===== config.mk =====
export PLATFORM = sky130hd
export DESIGN_NAME = if_prefetch_unit
export DESIGN_NICKNAME = d
export VERILOG_FILES = /design/src/rtl/if_prefetch_unit.sv
export SDC_FILE = /design/constraint.sdc
export NUM_CORES = 1
export LEC_CHECK = 0
export ABC_CLOCK_PERIOD_IN_PS = 3860
export BUFFER_PORTS_ARGS = -buffer_cell sky130_fd_sc_hd__buf_2
export CAP_MARGIN = 15
export CORE_ASPECT_RATIO = 0.8
export CORE_UTILIZATION = 55
export CTS_CLUSTER_DIAMETER = 150
export CTS_CLUSTER_SIZE = 8
export DETAILED_ROUTE_END_ITERATION = 16
export PLACE_DENSITY = 0.77
export SETUP_SLACK_MARGIN = 0.3
export SLEW_MARGIN = 20
export SYNTH_ARGS = -nofsm -noshare
export SYNTH_HDL_FRONTEND = slang
export SYNTH_SLANG_ARGS = --single-unit

===== constraint.sdc =====
create_clock -name clk -period 3.86 [get_ports clk]
set_input_delay 0.193 -clock clk [delete_from_list [all_inputs] [get_ports clk]]
set_output_delay 0.193 -clock clk [all_outputs]
set_load 0.1 [all_outputs]

===== src/rtl/if_prefetch_unit.sv =====
// Instruction-fetch stage with prefetch FIFO for the LoongArch core.
// Issues sequential inst SRAM reads, tracks them through a SRAM_LAT-deep
// in-flight pipe and queues returned {inst, pc} pairs for ID.
// Optional feature macro: INST_ADE_CHECK_EN (misaligned-redirect ADE entry + HALT).
module if_prefetch_unit #(
  parameter int unsigned       ADDR_W   = 32,
  parameter int unsigned       DATA_W   = 32,
  parameter int unsigned       DEPTH    = 4,
  parameter int unsigned       SRAM_LAT = 1,
  parameter logic [ADDR_W-1:0] RESET_PC = ADDR_W'(32'h1c00_0000)
) (
  input  logic                    clk,
  input  logic                    reset,
  input  logic                    br_taken,
  input  logic [ADDR_W-1:0]       br_target,
  output logic                    inst_sram_en,
  output logic                    inst_sram_we,
  output logic [ADDR_W-1:0]       inst_sram_addr,
  output logic [DATA_W-1:0]       inst_sram_wdata,
  input  logic [DATA_W-1:0]       inst_sram_rdata,
  output logic                    fs_to_ds_valid,
  output logic [DATA_W-1:0]       fs_to_ds_inst,
  output logic [ADDR_W-1:0]       fs_to_ds_pc,
  input  logic                    ds_allowin,
`ifdef INST_ADE_CHECK_EN
  output logic                    fs_to_ds_ade,
`endif
  output logic [$clog2(DEPTH):0]  fifo_count
);

  localparam int unsigned PTR_W = $clog2(DEPTH);
  localparam int unsigned CNT_W = PTR_W + 1;
  localparam int unsigned SUM_W = CNT_W + 1;
  localparam int unsigned LAST  = SRAM_LAT - 1;

  logic [ADDR_W-1:0] fetch_pc;
  logic              infl_vld [SRAM_LAT];
  logic [ADDR_W-1:0] infl_pc  [SRAM_LAT];
  logic [DATA_W-1:0] mem_inst [DEPTH];
  logic [ADDR_W-1:0] mem_pc   [DEPTH];
  logic [PTR_W-1:0]  rd_ptr;
  logic [PTR_W-1:0]  wr_ptr;
  logic [CNT_W-1:0]  count;
  logic [CNT_W-1:0]  inflight;
  logic [ADDR_W-1:0] tgt_pc;
  logic              fifo_empty;
  logic              arrive;
  logic              head_avail;
  logic              head_valid;
  logic              pop;
  logic              pop_fifo;
  logic              push;
  logic              issue;
  logic              halt;

`ifdef INST_ADE_CHECK_EN
  typedef enum logic {ST_RUN, ST_HALT} state_e;
  state_e state;
  state_e state_nxt;
  logic   tgt_misalign;
  logic   mem_ade [DEPTH];

  assign tgt_misalign = (br_target[1:0] != 2'b00);
  assign tgt_pc       = br_target;
  assign halt         = (state == ST_HALT);

  // RUN/HALT state register
  always_ff @(posedge clk) begin
    if (reset) state <= ST_RUN;
    else       state <= state_nxt;
  end

  // HALT is entered by a misaligned redirect and left by any later redirect
  always_comb begin
    state_nxt = state;
    if (br_taken) state_nxt = tgt_misalign ? ST_HALT : ST_RUN;
  end
`else
  assign tgt_pc = br_target & ~ADDR_W'(3);
  assign halt   = 1'b0;
`endif

  // Number of requests still travelling through the SRAM pipe
  always_comb begin
    inflight = '0;
    for (int i = 0; i < SRAM_LAT; i++) inflight = inflight + CNT_W'(infl_vld[i]);
  end

  // Arriving data bypasses an empty FIFO so a request at t is visible at t+SRAM_LAT
  assign arrive     = infl_vld[LAST];
  assign fifo_empty = (count == '0);
  assign head_avail = !fifo_empty || arrive;
  assign head_valid = !reset && !br_taken && head_avail;
  assign pop        = head_valid && ds_allowin;
  assign pop_fifo   = pop && !fifo_empty;
  assign push       = arrive && !(pop && fifo_empty);
  assign issue      = !reset && !br_taken && !halt &&
                      ((SUM_W'(count) + SUM_W'(inflight)) < SUM_W'(DEPTH));

  assign inst_sram_en    = issue;
  assign inst_sram_we    = 1'b0;
  assign inst_sram_wdata = '0;
  assign inst_sram_addr  = reset ? '0 : fetch_pc;
  assign fifo_count      = reset ? '0 : count;
  assign fs_to_ds_valid  = head_valid;

  // Head selection: FIFO entry if present, else the arriving SRAM beat
  always_comb begin
    fs_to_ds_inst = '0;
    fs_to_ds_pc   = '0;
`ifdef INST_ADE_CHECK_EN
    fs_to_ds_ade  = 1'b0;
`endif
    if (!reset && head_avail) begin
      if (fifo_empty) begin
        fs_to_ds_inst = inst_sram_rdata;
        fs_to_ds_pc   = infl_pc[LAST];
      end else begin
        fs_to_ds_inst = mem_inst[rd_ptr];
        fs_to_ds_pc   = mem_pc[rd_ptr];
`ifdef INST_ADE_CHECK_EN
        fs_to_ds_ade  = mem_ade[rd_ptr];
`endif
      end
    end
  end

  // Control state: fetch PC, in-flight valids, FIFO pointers and occupancy
  always_ff @(posedge clk) begin
    if (reset) begin
      fetch_pc <= RESET_PC;
      rd_ptr   <= '0;
      wr_ptr   <= '0;
      count    <= '0;
      for (int i = 0; i < SRAM_LAT; i++) infl_vld[i] <= 1'b0;
    end else if (br_taken) begin
      fetch_pc <= tgt_pc;
      rd_ptr   <= '0;
      for (int i = 0; i < SRAM_LAT; i++) infl_vld[i] <= 1'b0;
`ifdef INST_ADE_CHECK_EN
      if (tgt_misalign) begin
        wr_ptr <= PTR_W'(1);
        count  <= CNT_W'(1);
      end else begin
        wr_ptr <= '0;
        count  <= '0;
      end
`else
      wr_ptr   <= '0;
      count    <= '0;
`endif
    end else begin
      infl_vld[0] <= issue;
      for (int i = 1; i < SRAM_LAT; i++) infl_vld[i] <= infl_vld[i-1];
      if (issue)    fetch_pc <= fetch_pc + ADDR_W'(4);
      if (push)     wr_ptr   <= wr_ptr + PTR_W'(1);
      if (pop_fifo) rd_ptr   <= rd_ptr + PTR_W'(1);
      count <= count + CNT_W'(push) - CNT_W'(pop_fifo);
    end
  end

  // In-flight PC pipe, aligned with the SRAM read latency
  always_ff @(posedge clk) begin
    infl_pc[0] <= fetch_pc;
    for (int i = 1; i < SRAM_LAT; i++) infl_pc[i] <= infl_pc[i-1];
  end

  // FIFO storage writes
  always_ff @(posedge clk) begin
    if (!reset && br_taken) begin
`ifdef INST_ADE_CHECK_EN
      if (tgt_misalign) begin
        mem_inst[0] <= '0;
        mem_pc[0]   <= br_target;
        mem_ade[0]  <= 1'b1;
      end
`endif
    end else if (!reset && push) begin
      mem_inst[wr_ptr] <= inst_sram_rdata;
      mem_pc[wr_ptr]   <= infl_pc[LAST];
`ifdef INST_ADE_CHECK_EN
      mem_ade[wr_ptr]  <= 1'b0;
`endif
    end
  end

endmodule

* After elaboration in Yosys (flattened, before gate mapping)
Memory sizes are Yosys's and may differ from the RTL's. A register that Yosys moved wholly into a read port is not among the register bits.
Index checks and enable logic that the tools add are counted.
** Storage, ports and cells
- Bits of input ports :: 68
- RAM bits :: 289
- Memories kept :: 4
- ROM bits :: 0
- Output and inout port bits :: 134
- Bits in latches :: 0
- Logic and storage cells :: 63
- Register bits after elaboration :: 39
** Operators by class
- Divide/modulo/power cells :: 0
- $add $sub $neg :: 6
- Reductions and logical operators :: 20
- Equal/unequal tests :: 0
- Shift operators :: 0
- Bitwise logic cells :: 0
- $mul :: 0
- Multiplexer cells :: 27
- Order comparisons :: 1
** Memory list
- mem_inst :: depth 4, bits a word 32, rd ports 1, clocked after Yosys merged registers in 1, write ports 1, RTL line 39 : logic [DATA_W-1:0] mem_inst [DEPTH];
- mem_pc :: depth 4, bits a word 32, rd ports 1, clocked after Yosys merged registers in 1, write ports 1, RTL line 40 : logic [ADDR_W-1:0] mem_pc [DEPTH];
- infl_pc :: depth 1, bits a word 32, rd ports 1, clocked after Yosys merged registers in 0, write ports 1, RTL line 38 : logic [ADDR_W-1:0] infl_pc [SRAM_LAT];
- infl_vld :: depth 1, bits a word 1, rd ports 1, clocked after Yosys merged registers in 0, write ports 1, RTL line 37 : logic infl_vld [SRAM_LAT];
** Operator list (number)
- 32-bit 2-to-1 mux :: 7
- 32-bit by 3-bit adder with 32-bit output (second input constant) :: 1
- 1-bit 2-to-1 mux :: 15
- 1-bit logical AND :: 10
- 2-bit 2-to-1 mux :: 4
- 2-bit by 1-bit adder with 2-bit output (second input constant) :: 2
- 3-bit by 1-bit adder with 4-bit output :: 1
- 1-bit logical NOT :: 4
- 4-bit by 3-bit less-than comparator with 1-bit output (second input constant) :: 1
- 3-bit by 1-bit adder with 3-bit output :: 1
- 3-bit logical NOT :: 1
- 3-bit 2-to-1 mux :: 1
- 3-bit by 1-bit subtractor with 3-bit output :: 1
- 2-bit nonzero test :: 1
- 1-bit OR reduction :: 2
- 2-bit OR reduction :: 1
- 1-bit logical OR :: 1

* Logic depth before layout (Yosys ltp)
Gate-level depths: netlist (run 1).
- Depth in word-level cells :: 12
- Depth in mapped cells :: 11
- Mapped depth without buffers :: 10

* Worst setup path after synthesis (run 1)
No wires, ideal clock.
- Kind :: flip-flop to flip-flop
- Start point :: register count[1]
- End point :: memory infl_vld[0] (data pin)
- Setup time :: 459 ps
- Cell stages (with the launch flop) :: 6
- Data required time :: 3401 ps
- Clock period less this slack :: 3038 ps
- Path buffers :: 1
- Path slack :: 822 ps
- Data arrival time :: 2579 ps
- Cell sequence :: dfxtp_1 -> ha_1 -> or3_1 -> o211a_1 -> clkbuf_1 -> nor2_1
** On the way
- Cells in the longest elaborated chain, start to end :: 4
** Ends and longest elaborated chain
- start, declared :: RTL line 43 : logic [CNT_W-1:0] count;
- start signal, assigned :: RTL line 158 : count <= count + CNT_W'(push) - CNT_W'(pop_fifo);
- 3-bit by 1-bit adder with 4-bit output :: RTL line 98 : ((SUM_W'(count) + SUM_W'(inflight)) < SUM_W'(DEPTH));
- 4-bit by 3-bit less-than comparator with 1-bit output :: RTL line 98
- 1-bit logical AND :: RTL line 97 : assign issue = !reset && !br_taken && !halt &&
- named net inst_sram_en :: RTL line 16 : output logic inst_sram_en,
- 1-bit 2-to-1 mux (no source line)
- end, declared :: RTL line 37
The timed path passes the listed nets, and every way through them passes these cells.

* Worst setup path after layout (run 1)
- Start point :: register count[1]
- End point :: output port fs_to_ds_inst[19]
** On the way
- Cells in the longest elaborated chain, start to end :: 5
- Elaborated cells between the ends (all ways) :: 6
- Those cells by class :: mux (2); reduce/logical (4)
** Ends and longest elaborated chain
- 3-bit logical NOT * :: RTL line 91 : assign fifo_empty = (count == '0);
- 1-bit logical NOT :: RTL line 92 : assign head_avail = !fifo_empty || arrive;
- 1-bit logical OR :: RTL line 92
- 1-bit logical AND :: RTL line 114 : if (!reset && head_avail) begin
- 32-bit 2-to-1 mux * :: RTL line 114
- end, declared :: RTL line 22 : output logic [DATA_W-1:0] fs_to_ds_inst,
Every way passes the cells marked *; elsewhere a longest branch is shown, timed or not.

==> flow_metrics.tcl, run 1 <==
set metrics [dict create \
    status "complete, no violations" \
    timing.setup.tns_ns 0 \
    grt_setup_unrepaired "false" \
    period_needed_ns 3.25 \
    grt_max_degree 63 \
    rows 49 \
    filler_cell_count 1546 \
    crit_family "simple AND/OR/NAND/NOR gates" \
    cts_tree "built" \
    start_util 0.570 \
    setup_viol 0 \
    fin_crit_sh 0.841 \
    io_pins 202 \
    vdd_drop_max_mv 0.358 \
    start_kind "flip-flop" \
    ys_types 43 \
    routedWlPerCell_um 19.9 \
    maxCapViolCount 0 \
    hpwl_mm 16.2 \
    yosys_warnings 0 \
    dpl.cell_count 1319 \
    clk_path_buf_depth 3 \
    dr.pass1.iters 5 \
    hold_viol 0 \
    syn_area_per_cell_um2 14.6 \
    htree_levels 2 \
    synthCells 891 \
    synth_edf_count 249 \
    grt_pass1_vias 8331 \
    hp-class "in2reg" \
    crit_fanout 52 \
    crit_type "reg2out" \
    reg2reg_depth 10 \
    power.density_mw_per_mm2 536 \
    synthFlopType "edfxtp_1" \
    ys_seq_area_frac 0.681 \
    port_buffers 162 \
    insertion_delay_ns 0.54 \
    core-area_mm2 0.0228 \
    clk_pin_slew_ns 0.05 \
    tightest_slew_ns 1.01 \
    nets 1198 \
    multiInputGateArea_mm2 0.00382 \
    die_area_mm2 0.0243 \
    gr-usage-all-layers 0.242 \
    grt_pass1_wl_mm 45.2 \
    die_x_um 174 \
    slew_headroom 0.327 \
    crit_cells 5 \
    finalWirelength_mm 29.1 \
    cts.sink_count 318 \
    drt_iter0_markers 762 \
    fmax_mhz 308 \
    drtAntennaViolNets 0 \
    cts-root-buf "clkbuf_16" \
    min_path_cells 3 \
    register_area_mm2 0.00886 \
    drive_gt1_frac 0.256 \
    leakage_uw 0.00576 \
    end_kind "primary output" \
    path_cells "or3_2 -> o21ai_4 -> buf_12 -> a21oi_1 -> buf_2" \
    cp.arrival_ns 3.05 \
    numCtsBuffers 45 \
    ys_ff_latch 318 \
    syn_area_mm2 0.0130 \
    cp.required_ns 3.67 \
    syn_to_final_growth_pct 22.5 \
    vias 8247 \
    vias_per_cell 5.63 \
    critPathSlowestCell "or3_2" \
    grt-ovfl-total 0 \
    die_h_um 140 \
    slowest_delay_ns 0.84 \
    post_cts_buffers 0 \
    whs_ns 0.0225 \
    stdcell_count 1464 \
    antenna_found_initial 1 \
    place_congestion 0.753 \
    async_flop_share 0 \
    finClkSkew_ns 0.0188 \
    power_uw 8540 \
    drc 0 \
    slew_viol_final 0 \
    critical_path_buf_inv_count 2 \
]
sequential cells by signal, summed over array words and instances (netlist names), named ones only:
name      flops
count         3
infl_vld      1
mem_inst    128
fetch_pc     30
infl_pc      30
wr_ptr        2
rd_ptr        2
mem_pc      120
worst paths after layout:
check / from / endpoint / slack [ns]
worst max-delay path: count[1]$_SDFF_PN0_ / fs_to_ds_inst[19] / 0.61
worst min register to register: fetch_pc[31]$_SDFFE_PP0P_ / infl_pc[0][31]$_DFF_P_ / 0.37
worst max register to register: count[1]$_SDFF_PN0_ / count[2]$_SDFF_PN0_ / 1.07
worst min-delay path: br_target[29] / fetch_pc[29]$_SDFFE_PP0P_ / 0.02
cells in the mapped netlist (2+ instances only):
| cell | instances | area [um2] |
|---|---|---|
| a211oi_1 | 19 | 143 |
| xnor2_1 | 9 | 78.8 |
| conb_1 | 2 | 7.51 |
| mux4_2 | 62 | 1400 |
| nand3_1 | 6 | 30.0 |
| nor2b_1 | 32 | 200 |
| nand4_1 | 20 | 125 |
| buf_2 | 6 | 30.0 |
| inv_1 | 6 | 22.5 |
| nor2_1 | 43 | 161 |
| a21oi_1 | 66 | 330 |
| dfxtp_1 | 69 | 1380 |
| clkbuf_1 | 42 | 158 |
| and3_1 | 5 | 31.3 |
| or3_1 | 5 | 31.3 |
| and4_1 | 2 | 17.5 |
| o21ai_0 | 7 | 35.0 |
| a311oi_1 | 4 | 35.0 |
| ha_1 | 8 | 100 |
| nor3_1 | 8 | 40.0 |
| edfxtp_1 | 249 | 7480 |
| buf_4 | 37 | 278 |
| nand2_1 | 140 | 526 |
| nor4_1 | 3 | 18.8 |
| nor3b_1 | 3 | 22.5 |
| and2_1 | 5 | 31.3 |
| xor2_1 | 17 | 149 |
worst min-delay path, delay by kind of cell:
kind	cells	cell delay (ns)
AO/OA/AOI/OAI	2	0.21
buffers and inverters	1	0.11
placed cells by master (no fill, tap or decap), drive strengths merged, types with 9 or more instances in the layout:
master / n
a211oi: 19
a21oi: 66
buf: 171
clkbuf: 80
conb: 38
dfxtp: 69
dlygate4sd3: 61
edfxtp: 249
mux4: 62
nand2: 140
nand4: 20
nor2: 43
nor2b: 32
xnor2: 9
xor2: 17
repair_timing:
item                                    in CTS  in global routing
endpoints found under the setup margin       0                  0
resized for setup                            0                  0
endpoints found under the hold margin      157                  0
hold buffers                                61                  0
cell families (layout without fill, tap and decap cells):
logic type,after synthesis,count (layout),share of synthesized area
AO/OA/AOI/OAI,105,105,0.0479
AND/OR/NAND/NOR,276,276,0.0977
adder cells (fa/ha/maj),9,9,0.00924
other,2,39,0.000577
multiplexers,63,63,0.108
buffers and inverters,92,322,0.0378
flip-flops,318,318,0.681
XOR/XNOR,26,26,0.0175
power by group:
part | internal [uW] | switching, uW | total [uW]
registers | 3780 | 75.5 | 3850
logic | 220 | 893 | 1110
clock network | 2200 | 1370 | 3570
routing by layer:
layer,vias to the layer above,part of all wire,wire [um],track usage
met5,-,0,0,0
li1,3744,-,-,-
met3,44,0.077,2230,0.0448
met2,361,0.49,14200,0.400
met4,0,0.017,496,0.0656
met1,4098,0.42,12200,0.333
through the flow:
step	setup slack, ns	util	instance area, um2
after floorplan	0.822	-	13100
after global routing	0.504	0.698	15900
final	0.612	0.698	15900
after detailed placement	1.14	0.614	14000
after CTS	0.595	0.698	15900
after global placement	1.14	0.614	14000
cell type report:
class                   count  area share
flip-flops and latches    318       0.556
clock buffers              80      0.0796
diodes                      1    0.000157
well taps                 306      0.0240
multi-input cells         517       0.240
inverters                   7     0.00165
clock inverters             3     0.00259
repair buffers            232      0.0958
No activity file was read; power rests on OpenSTA's default activity.
==> run 2, diff against run 1 <==
ABC_CLOCK_PERIOD_IN_PS = 2720   (was 3860)
CORE_UTILIZATION = 51   (was 55)
PLACE_DENSITY = 0.75   (was 0.77)
clock period = 2.72 ns   (was 3.86 ns; I/O delays follow)
==> run 2 against run 1 <==
  * Cell area increased by 10%
  * Via count increased by 4.1%
  * Final cell count rose by 3.8%
  * Sequential cell count unchanged
  * Clock skew increased by 0.0029 ns
  * Sequential power grew 42%
  * Clock power increased by 43%
  * Register-to-register slack got worse by 0.85 ns
==> flow_metrics.tcl, run 2 (synthesis gave the netlist of run 1 again) <==
set metrics [dict create \
    grt_setup_unrepaired "true" \
    maxCapViolCount 0 \
    nets 1244 \
    crit_family "adder cells" \
    grt_pass1_wl_mm 49.1 \
    antenna_found_initial 1 \
    grt_pass1_vias 8467 \
    io_pins 202 \
    reg_top3 "mem_inst (128), mem_pc (120)" \
    crit_fanout 7 \
    htree_levels 2 \
    gr-usage-all-layers 0.252 \
    clk_path_buf_depth 3 \
    routedWlPerCell_um 22.3 \
    rrSetupSlack_ns 0.22 \
    reg2reg_depth 12 \
    setup_viol 0 \
    path_cells "or3_4 -> buf_4 -> buf_4 -> nand2_2 -> nor2_1 -> ha_1 -> inv_1 -> ha_1 -> inv_1 -> fa_2 -> xnor2_1 -> nor2_1" \
    status "complete, no violations" \
    cts_tree "built" \
    min_path_cells 4 \
    port_buffers 162 \
    cp.arrival_ns 2.95 \
    crit_cells 12 \
    start_kind "flip-flop" \
    slew_headroom 0.574 \
    dr.pass1.iters 7 \
    hold_viol 0 \
    cts-root-buf "clkbuf_16" \
    drt_iter0_markers 634 \
    rows 51 \
    largest_reg_flops 128 \
    layout_commonest_cell "edfxtp_1" \
    die_area_mm2 0.0261 \
    drive_gt1_frac 0.344 \
    drtAntennaViolNets 0 \
    hpwl_mm 17.9 \
    finClkSkew_ns 0.0216 \
    finalWirelength_mm 33.9 \
    mostFrequentLayoutCells "249 x edfxtp_1, 134 x nand2_1, 98 x buf_2" \
    slowest_delay_ns 0.39 \
    power.density_mw_per_mm2 715 \
    timing.setup.tns_ns 0 \
    critPathSlowestCell "or3_4" \
    start_util 0.527 \
    tightest_slew_ns 0.639 \
    drc 0 \
    period_needed_ns 2.50 \
    core-area_mm2 0.0247 \
    regMostFlops "mem_inst" \
    fin_crit_sh 0.919 \
    clk_pin_slew_ns 0.05 \
    vias 8584 \
    hp-class "in2reg" \
    grt_max_degree 63 \
    power_uw 12500 \
    cts.sink_count 318 \
    numCtsBuffers 45 \
    crit_type "reg2reg" \
    place_congestion 0.815 \
    insertion_delay_ns 0.54 \
    cp.required_ns 3.17 \
    fmax_mhz 400 \
    vdd_drop_max_mv 0.450 \
    die_x_um 181 \
    syn_to_final_growth_pct 34.8 \
    die_h_um 145 \
    critical_path_buf_inv_count 4 \
    filler_cell_count 1562 \
    end_kind "flip-flop" \
    vias_per_cell 5.65 \
    leakage_uw 0.00624 \
    slew_viol_final 0 \
    grt-ovfl-total 0 \
]
==> run 2: path summary, 6_finish.rpt <==
path / start / end
worst max register to register: count[1]$_SDFF_PN0_ / count[2]$_SDFF_PN0_
worst min register to register: fetch_pc[16]$_SDFFE_PP0P_ / infl_pc[0][16]$_DFF_P_
worst min-delay path: br_taken / fetch_pc[2]$_SDFFE_PP0P_
worst max-delay path: count[1]$_SDFF_PN0_ / count[2]$_SDFF_PN0_
==> run 2: stage by stage <==
step | utilization | area, um2 | hold WS [ns] | cells | setup WS, ns
floorplan | - | 13400 | 0.235 | 927 | 0.211
global placement | 0.589 | 14500 | 0.372 | 1349 | 0.364
detailed placement | 0.589 | 14500 | 0.373 | 1349 | 0.347
CTS | 0.697 | 17200 | 0.0994 | 1511 | 0.244
global route | 0.710 | 17500 | 0.114 | 1520 | 0.173
finish | 0.710 | 17500 | 0.128 | 1520 | 0.220
==> run 2: area by class of cell <==
| class | instances | area, um2 | share of cell area |
|---|---|---|---|
| repair buffers | 278 | 2840 | 0.162 |
| multi-input cells | 517 | 4100 | 0.234 |
| clock buffers | 78 | 1260 | 0.0718 |
| inverters | 7 | 26.3 | 0.00150 |
| well taps | 318 | 398 | 0.0227 |
| diodes | 1 | 2.50 | 0.000143 |
| clock inverters | 3 | 41.3 | 0.00235 |
| flip-flops and latches | 318 | 8870 | 0.506 |
==> run 2: where the power goes <==
group / internal (uW) / switching [uW] / leakage [uW]
Sequential: 5350 / 104 / 0.00283
Combinational: 578 / 1420 / 0.00279
Clock: 3120 / 1970 / 0.000618
==> run 2: per-layer routing <==
layer	vias up	wire length (um)	track usage
met2	392	16400	0.413
met4	0	671	0.0814
met5	-	0	0
li1	3841	-	-
met1	4298	14300	0.346
met3	53	2530	0.0453
==> run 2: what timing repair did <==
action                                  CTS  global route
endpoints found under the setup margin   64            59
setup buffers                             9             2
gates cloned                              6             6
gates resized for setup                 148            50
hold buffers                             66             0
hold endpoints to repair                160             0
pin swaps                                 2             3
==> run 2: tightest hold or removal path, stage by stage <==
cell and delay (ns):
buf_2 0.14, buf_4 0.20, nand2_1 0.07, a21oi_1 0.05
